==> src/rtl/uart_host_rx.sv <==
// rtl/uart_host_rx.sv - 8N1 UART receiver assembling 4-byte little-endian packets with inter-byte timeout
// Optional checksum byte enabled by defining UART_HOST_RX_CKSUM_EN (5-byte packets, byte4 = XOR of bytes 0-3).
module uart_host_rx #(
  parameter int BAUD_DIV    = 434,
  parameter int TIMEOUT_CYC = 500000
) (
  input  logic        clk,
  input  logic        rst_n,
  input  logic        RX,
  output logic [31:0] pkt_data,
  output logic        pkt_rdy,
  output logic        frm_err,
  output logic        pkt_err
);

  localparam int BW = $clog2(BAUD_DIV + 1);
  localparam int TW = $clog2(TIMEOUT_CYC + 1);

`ifdef UART_HOST_RX_CKSUM_EN
  localparam logic [2:0] LAST_IDX = 3'd4;
  localparam int         NL       = 4;
`else
  localparam logic [2:0] LAST_IDX = 3'd3;
  localparam int         NL       = 3;
`endif

  typedef enum logic [1:0] {IDLE, START, DATA, STOP} state_t;

  logic          rx_meta;
  logic          rx_sync;
  logic          rx_prev;
  state_t        state;
  logic [BW-1:0] baud_cnt;
  logic [2:0]    bit_cnt;
  logic [7:0]    shift;
  logic          baud_exp;
  logic          byte_ok;
  logic          byte_bad;
  logic [2:0]    idx;
  logic [NL-1:0][7:0] lanes;
  logic [TW-1:0] to_cnt;

  // Two-flop synchroniser plus one history flop for falling-edge detection; idle-high reset.
  always_ff @(posedge clk or negedge rst_n) begin
    if (!rst_n) begin
      rx_meta <= 1'b1;
      rx_sync <= 1'b1;
      rx_prev <= 1'b1;
    end else begin
      rx_meta <= RX;
      rx_sync <= rx_meta;
      rx_prev <= rx_sync;
    end
  end

  // Counter expiry marks the sampling point; stop-bit outcome is visible to the assembler in the same cycle.
  always_comb begin
    baud_exp = (baud_cnt == BW'(1));
    byte_ok  = (state == STOP) && baud_exp && rx_sync;
    byte_bad = (state == STOP) && baud_exp && !rx_sync;
  end

  // Byte FSM: centre-samples start, 8 data bits LSB first, and stop bit; returns to IDLE at mid-stop.
  always_ff @(posedge clk or negedge rst_n) begin
    if (!rst_n) begin
      state    <= IDLE;
      baud_cnt <= '0;
      bit_cnt  <= '0;
      shift    <= '0;
      frm_err  <= 1'b0;
    end else begin
      frm_err <= 1'b0;
      case (state)
        IDLE: begin
          if (rx_prev && !rx_sync) begin
            state    <= START;
            baud_cnt <= BW'(BAUD_DIV / 2);
          end
        end
        START: begin
          if (baud_exp) begin
            if (!rx_sync) begin
              state    <= DATA;
              baud_cnt <= BW'(BAUD_DIV);
              bit_cnt  <= '0;
            end else begin
              state <= IDLE;
            end
          end else begin
            baud_cnt <= baud_cnt - BW'(1);
          end
        end
        DATA: begin
          if (baud_exp) begin
            shift    <= {rx_sync, shift[7:1]};
            baud_cnt <= BW'(BAUD_DIV);
            if (bit_cnt == 3'd7) begin
              state <= STOP;
            end else begin
              bit_cnt <= bit_cnt + 3'd1;
            end
          end else begin
            baud_cnt <= baud_cnt - BW'(1);
          end
        end
        STOP: begin
          if (baud_exp) begin
            state   <= IDLE;
            frm_err <= !rx_sync;
          end else begin
            baud_cnt <= baud_cnt - BW'(1);
          end
        end
        default: state <= IDLE;
      endcase
    end
  end

  // Packet assembler: stores bytes into lanes, publishes on the last byte, drops partial packets on error or timeout.
  always_ff @(posedge clk or negedge rst_n) begin
    if (!rst_n) begin
      idx      <= '0;
      lanes    <= '0;
      to_cnt   <= '0;
      pkt_data <= '0;
      pkt_rdy  <= 1'b0;
`ifdef UART_HOST_RX_CKSUM_EN
      pkt_err  <= 1'b0;
`endif
    end else begin
      pkt_rdy <= 1'b0;
`ifdef UART_HOST_RX_CKSUM_EN
      pkt_err <= 1'b0;
`endif
      if (byte_bad) begin
        idx    <= '0;
        to_cnt <= '0;
      end else if (byte_ok) begin
        to_cnt <= '0;
        if (idx == LAST_IDX) begin
          idx <= '0;
`ifdef UART_HOST_RX_CKSUM_EN
          if (shift == (lanes[0] ^ lanes[1] ^ lanes[2] ^ lanes[3])) begin
            pkt_data <= lanes;
            pkt_rdy  <= 1'b1;
          end else begin
            pkt_err <= 1'b1;
          end
`else
          pkt_data <= {shift, lanes};
          pkt_rdy  <= 1'b1;
`endif
        end else begin
          lanes[idx[1:0]] <= shift;
          idx             <= idx + 3'd1;
        end
      end else if (idx != 3'd0) begin
        if (state == IDLE) begin
          if (to_cnt == TW'(TIMEOUT_CYC - 1)) begin
            idx    <= '0;
            to_cnt <= '0;
          end else begin
            to_cnt <= to_cnt + TW'(1);
          end
        end
      end else begin
        to_cnt <= '0;
      end
    end
  end

`ifndef UART_HOST_RX_CKSUM_EN
  assign pkt_err = 1'b0;
`endif

endmodule

==> config.mk <==
export PLATFORM = sky130hd
export DESIGN_NAME = uart_host_rx
export DESIGN_NICKNAME = d
export VERILOG_FILES = /design/src/rtl/uart_host_rx.sv
export SDC_FILE = /design/constraint.sdc
export NUM_CORES = 1
export LEC_CHECK = 0
export CAP_MARGIN = 20
export CORE_MARGIN = 10
export CORE_UTILIZATION = 40
export CTS_CLUSTER_DIAMETER = 120
export DETAILED_ROUTE_END_ITERATION = 8
export HOLD_SLACK_MARGIN = 0.1
export PLACE_DENSITY_LB_ADDON = 0.12
export SLEW_MARGIN = 0
export SYNTH_ARGS = -nofsm -noshare
export SYNTH_HDL_FRONTEND = slang
export SYNTH_SLANG_ARGS = --single-unit
==> constraint.sdc <==
create_clock -name clk -period 5.1 [get_ports clk]
set_input_delay 1.02 -clock clk [delete_from_list [all_inputs] [get_ports clk]]
set_output_delay 1.02 -clock clk [all_outputs]
set_load 0.05 [all_outputs]
# Word level (Yosys, flattened, before mapping)
# Cells that the tools add are included.
# totals
reg_bits	105
inputBits	3
out_inout_bits	35
elab_cells	96
# classes
add_sub_neg	4
magnitude_cmp	2
n_eq_ne	17
muxes	37
n_bitwise	2
n_reduce_logical	19
# op_table
op	n
$mux W19	5
$mux W9	5
$pmux W9 S4	1
$mux W3	10
$bwmux W24	1
$add A19 B1 Y19 const B	1
$eq A19 B19 Y1 const B	1
$demux W8 S2	1
$ne A2 B2 Y1 const B	8
$mux W2	6
$reduce_and A3 Y1	4
$reduce_bool A3 Y1	4
$reduce_and A5 Y1	2
$eq A9 B1 Y1 const B	1
$sub A9 B1 Y9 const B	1
$mux W8	1
$pmux W2 S4	1
$add A3 B1 Y3 const B	2
$pmux W3 S2	1
$logic_and A1 B1 Y1	5
$mux W1	5
$eq A2 B2 Y1 const B	2
$ne A4 B3 Y1 const B	1
$eq A3 B2 Y1 const B	1
other kinds (10)	11

# Depth between registers and ports, before layout
# logic_depth
ltp_word	6
ltp_mapped	8
depth_no_buf	6

# Worst setup path before layout
# No wires, ideal clock.
# synth_path
path_kind	register -> register
startpoint	register baud_cnt[1]
endpoint	register pkt_data[0]
setup_ns	0.125
t_arrival_ns	2.082
t_required_ns	4.975
slack_ns	2.893
stages_incl_launch_ff	9
period_less_slack_ns	2.207
cell_sequence	dfrtp_1 -> inv_1 -> ha_1 -> nor4b_4 -> nand2_4 -> or3b_1 -> buf_6 -> buf_12 -> mux2_4
# synth_via
elab_chain_cells	5
word_cells_on_any_way	6
# synth_rtl
item	line_no	rtl
from (decl)	33	logic [BW-1:0] baud_cnt;
from (signal assigned)	77	baud_cnt <= BW'(BAUD_DIV / 2);
from (signal assigned)	84	baud_cnt <= BW'(BAUD_DIV);
from (signal assigned)	90	baud_cnt <= baud_cnt - BW'(1);
$eq A9 B1 Y1 (*)	58	baud_exp = (baud_cnt == BW'(1));
$logic_and A1 B1 Y1 (*)	59, 60	
$logic_and A1 B1 Y1	60	byte_bad = (state == STOP) && baud_exp && !rx_sync;
$not A1 Y1 (no source line)	-	
$reduce_and A3 Y1 (no source line) (*)	-	
to (signal assigned)	150	pkt_data <= {shift, lanes};
to (decl)	10	output logic [31:0] pkt_data,
# Every way passes the cells marked *; elsewhere a longest branch is shown, timed or not.
# A chain may end at the register's enable or synchronous reset.

# Worst setup path after layout
# layout_path
startpoint	register baud_cnt[1]
endpoint	register pkt_data[17]
# The elaborated chain is that of the path after synthesis.

==> results.txt <==
Outcome: complete, no violations
# clock sinks: 105
Post-synth top area cell: dfrtp_1
Via Count: 3337
Drt wl/cell: 16.4 µm
Worst Path Arrival: 2820 ps
# rows: 41
Clk_skew: 12.4 ps
R2r endpoint: pkt_data[17]
Dpl hpwl: 6.83 mm
P_leak: 2.69 nW
Diodes inserted: 0
Worst Hold Depth: 0
Clock Pin Slew Worst Setup and Hold Paths: 80 ps
Most used DFF post-synth: dfrtp_1
M1 GR Usage: 16.1%
Final setup viols: 0
Die width: 133 µm
Final hold viol count: 0
Synth top area share: 50.1%
CTS tree: built
Slew headroom: 38.6%
Port Buffers: 36
Cts hold-fix bufs: 0
Pwr/cell area: 378 mW/mm²
Post-Place Setup Slack: 2540 ps
Core ar.: 0.0126 mm²
Sequential area share after synthesis: 51.6%
GPL Wtd Cong: 0.824
FF-to-FF Start: baud_cnt[1]
Total negative slack: 0 ps
Worst slew pin tran: 921 ps
Met3 Usage GRT: 3.56%
TritonCTS buffer count: 9
F_max: 0.387 GHz
Worst-case clock buffer depth: 2
Detailed-route DRC error count: 0
Total gr overflow: 0
Hold path startpoint: rx_meta
Fin crit period: 2580 ps
Share of post-route cells with drive strength above 1: 23.0%
Worst min-delay path class: reg2reg
Global-route wire length before repair: 17.3 mm
Met2 usage: 17.6%
Clk_lat worst skew: 360 ps
Setup Buffers After CTS: 0
P&R area growth vs syn: 15.0%
Vias per cell: 5.39
Layout net count: 458
GRT busiest layer: met2
Combinational Power Share: 24.3%
Worst Path Max Fanout: 33
Synth area leaders: dfrtp_1 50%, mux2_4 8.5%, mux2_2 8.0%
# IOs: 38
Crit Path Category: reg2reg
Peak VDD IR: 0.227 mV
Die area: 0.0177 mm²
Total global-route track usage: 12.0%
Post-synth EDFFs: 0
Cell variety after synth: 69
Final ANT Viol Nets: 0
CP endpoint kind: flop
Clk root buf: clkbuf_16
Detailed Route WL: 10.1 mm
Post-synthesis cell count: 409
Commonest cells post-synth: 102 x dfrtp_1, 36 x mux2_2, 29 x mux2_4, 21 x nand2_1, 18 x nor2_1
Area of the mapped netlist: 0.00510 mm²
Part of the cycle the worst path needs: 50.6%
Syn Area/Cell: 12.5 µm²
Most frequent cell after synthesis: dfrtp_1
Internal Power: 1.48 mW
Syn nets: 425
Fill count: 1186
Vias in the first global route: 3262
# resized after CTS: 0
Register share of total power: 43.3%
Starting Density: 40.6%
Synth Register Bits: 105
Setup ws final: 2520 ps
R2R cell count: 7
Final Power: 2.21 mW
Pin count of the biggest net entering global routing: 73
H-tree depth: 3
Max cap viols: 0
Hold endpoint: rx_sync
Die Ht: 133 µm
Slew Viols, Final: 0
R2r setup slk: 2520 ps
Net Sw Frac: 33.2%
CP required: 5340 ps
Switching power total: 0.736 mW
Antenna violations before repair: 0
Yosys warns: 0
Pre-antenna DRT Iters: 4
Worst setup startpoint: baud_cnt[1]
CP startpoint kind: flop
Synth async-reset ratio: 100%
Clock share of power: 32.4%
Initial drt markers: 178
RSZ-0062 raised after global routing: no
area by class of cell:
type | instances | area, µm² | area share (%)
Clock buffer | 10 | 229 | 3.90
Tap cell | 172 | 215 | 3.67
Multi-Input combinational cell | 275 | 2290 | 39.0
Clock inverter | 6 | 76.3 | 1.30
Sequential cell | 105 | 2630 | 44.9
Inverter | 12 | 45.0 | 0.768
Timing Repair Buffer | 39 | 380 | 6.49
worst max-delay path: stages, from the launching register on:
cell and delay, ps:
dfrtp_1 410, inv_1 90, ha_1 160, nor4b_4 470, nand2_4 130, or3b_2 490, buf_4 320, mux2_4 360
power groups by stage:
stage	logic, mW	clock network, mW	registers (mW)
after floorplan	0.439	0	0.945
after global placement	0.535	0	0.973
after detailed placement	0.541	0	0.975
after CTS	0.543	0.745	0.958
after global routing	0.602	0.774	0.970
final	0.539	0.717	0.958
cells in the final DEF (no fill, tap or decap), types with 13 or more instances in the layout:
master,synthesis,final
o21ai_0,16,16
nand3_1,13,13
ha_1,13,13
mux2_2,36,36
clkdlybuf4s50_1,0,35
nor2_1,18,18
a21oi_1,15,15
mux2_4,29,29
dfrtp_1,102,102
nand2_1,21,21
layer usage:
layer,vias up,routed length [µm]
met2,52,4680
met4,0,131
met5,-,0
li1,1590,-
met1,1686,4900
met3,9,434
cell families (layout without fill, tap and decap cells):
group / count (synthesis) / after routing / synth area share [%]
buf+inv: 29 / 67 / 3.51
fa+ha+maj: 13 / 13 / 3.19
mux: 66 / 66 / 16.7
simple gates: 113 / 113 / 13.3
xor+xnor: 7 / 7 / 1.20
compound gates: 75 / 75 / 10.5
flops: 105 / 105 / 51.6
other cells: 1 / 1 / 0.0736
through the flow:
stage               cell area [µm²]  hold WS, ps  std cells  utilization (%)
finish                         5860          357        619             46.7
global route                   5860          365        619             46.7
CTS                            5860          358        619             46.7
detailed placement             5560          348        603             44.2
global placement               5560          347        603             44.2
floorplan                      5100          345        409                -
worst max-delay path by stage:
| stage | endpoint | slack (ps) | cells after the start |
|---|---|---|---|
| after floorplan | pkt_data[0] | 2890 | 8 |
| after global placement | pkt_data[25] | 2610 | 7 |
| after detailed placement | pkt_data[17] | 2540 | 7 |
| after CTS | pkt_data[23] | 2490 | 1 |
| after global routing | pkt_data[18] | 2400 | 7 |
| final | pkt_data[17] | 2520 | 7 |
flip-flops by register name, summed over array words and instances, names as in the netlist, named ones only:
name and flops:
baud_cnt 9, bit_cnt 3, frm_err 1, idx 3, lanes 24, pkt_data 32, pkt_rdy 1, rx_meta 1
rx_prev 1, rx_sync 1, shift 8, state 1, to_cnt 19
No activity file was read; power rests on OpenSTA's default activity.
==> edit, RTL diff (same settings) <==
Build with the macro `UART_HOST_RX_CKSUM_EN` defined.
--- a/src/rtl/uart_host_rx.sv
+++ b/src/rtl/uart_host_rx.sv
@@ -2,2 +2,4 @@
 // Optional checksum byte enabled by defining UART_HOST_RX_CKSUM_EN (5-byte packets, byte4 = XOR of bytes 0-3).
+`define UART_HOST_RX_CKSUM_EN
+
 module uart_host_rx #(
Function: same outputs for any inputs over 10 cycles, from zero or initial values and one cycle with rst_n low; that may be too few to reach the edited logic, so the function may still have changed.
==> edit against the unedited design <==
Non-clock buffer count increased by 1. Cell count increased by 14%. Sequential share of layout area decreased by 3.1 points. Sequential cell count increased by 9. Routed wire length increased by 11%. Design area increased by 17%. Area after synthesis increased by 12%. Worst setup slack got worse by 0.12 ns. Sequential power increased by 9%. Clock skew decreased by 0.0050 ns. Power increased by 29%. Critical endpoint is now pkt_data[18]$_DFFE_PN0P_.
==> edit: results (changes against the unedited design) <==
* Status: completed
* Layout Skew at 0.00740 ns (-0.00497 ns)
* Nets at 531 (+16%)
* I/O Buffers at 37 (+2.8%)
* Comb group at 579 uW (+7.4%)
* Clk tree area frac at 0.0903 (+0.0382)
* Leakage at 0.00314 uW (+16%)
* Comb pwr share at 0.202 (-0.041)
* M1 GR Usage at 0.156 (-0.00420)
* Layout Cells excl Fill at 707 (+14%)
* Worst-path cell with the longest stage delay: xnor3_4
* Reg2Reg Launch Point: lanes[11]$_DFFE_PN0P_
* WL met2 at 5160 um (+10%)
* Total GRT Usage at 0.121 (+0.00102)
* GRT met2 Usage at 0.180 (+0.00336)
* H-Tree Depth at 4 (+1)
* Met1 Wirelength at 5430 um (+11%)
* Slew HR at 0.367 (-0.0189)
* Placed instance count at 675 (+12%)
* Filler instances at 1244 (+4.9%)
* Share of post-route cells with drive strength above 1 at 0.230 (-0.000824)
* First-pass GRT wire length at 19200 um (+11%)
* Footprint of the multi-input gates at 0.00270 mm2 (+18%)
* Seq area share at 0.417 (-0.0315)
* Routability cong. at 0.867 (+5.3%)
* Wire per inst at 15.9 um (-2.7%)
* Largest cells by area after synthesis: dfrtp_1, mux2_2, mux2_4, ha_1, a21oi_1
* Yosys cell types at 61 (-12%)
* Biggest regs: lanes (32), pkt_data (32), to_cnt (19)
* Via density per instance at 5.24 (-2.8%)
* #FFs+latches synth at 114 (+8.6%)
* Largest net degree at the start of global routing at 86 (+18%)
* Reg2Reg Depth at 6 (-1)
* P_clk at 1240 uW (+73%)
* RR Endpoint: pkt_data[18]$_DFFE_PN0P_
* CTS buffer count at 17 (+8)
* Hpwl dp at 7590 um (+11%)
* Vias in the first global route at 3725 (+14%)
* Sequential fraction of the synthesis area at 0.503 (-0.0137)
* # clk buffers at 21 (+11)
* Clock transition at path regs at 0.05 ns (-0.03 ns)
* Mean post-synth cell area at 12.1 um2 (-3.2%)
==> edit: changes by cell type in the layout (fill, tap and decap cells not counted), moves of 4 or more <==
| cell | before | now |
|---|---|---|
| nor2_1 | 18 | 22 |
| a21oi_1 | 15 | 32 |
| nand3_1 | 13 | 9 |
| xnor3_1 | 0 | 7 |
| xor2_1 | 3 | 11 |
| dfrtp_1 | 102 | 111 |
| clkbuf_16 | 9 | 17 |
| mux2_2 | 36 | 41 |
| o21ai_0 | 16 | 26 |
| nand2_1 | 21 | 38 |
| xnor2_1 | 4 | 8 |
==> edit: cells by family (layout without fill, tap and decap cells) <==
kind of cell / count (synthesis) / count (layout) / share of synthesized area
buffers and inverters: 27 / 83 / 0.0227
flip-flops: 114 / 114 / 0.503
AND/OR/NAND/NOR: 126 / 126 / 0.123
adder cells (fa/ha/maj): 13 / 13 / 0.0286
AO/OA/AOI/OAI: 90 / 90 / 0.0955
XOR/XNOR: 27 / 27 / 0.0616
multiplexers: 74 / 74 / 0.166
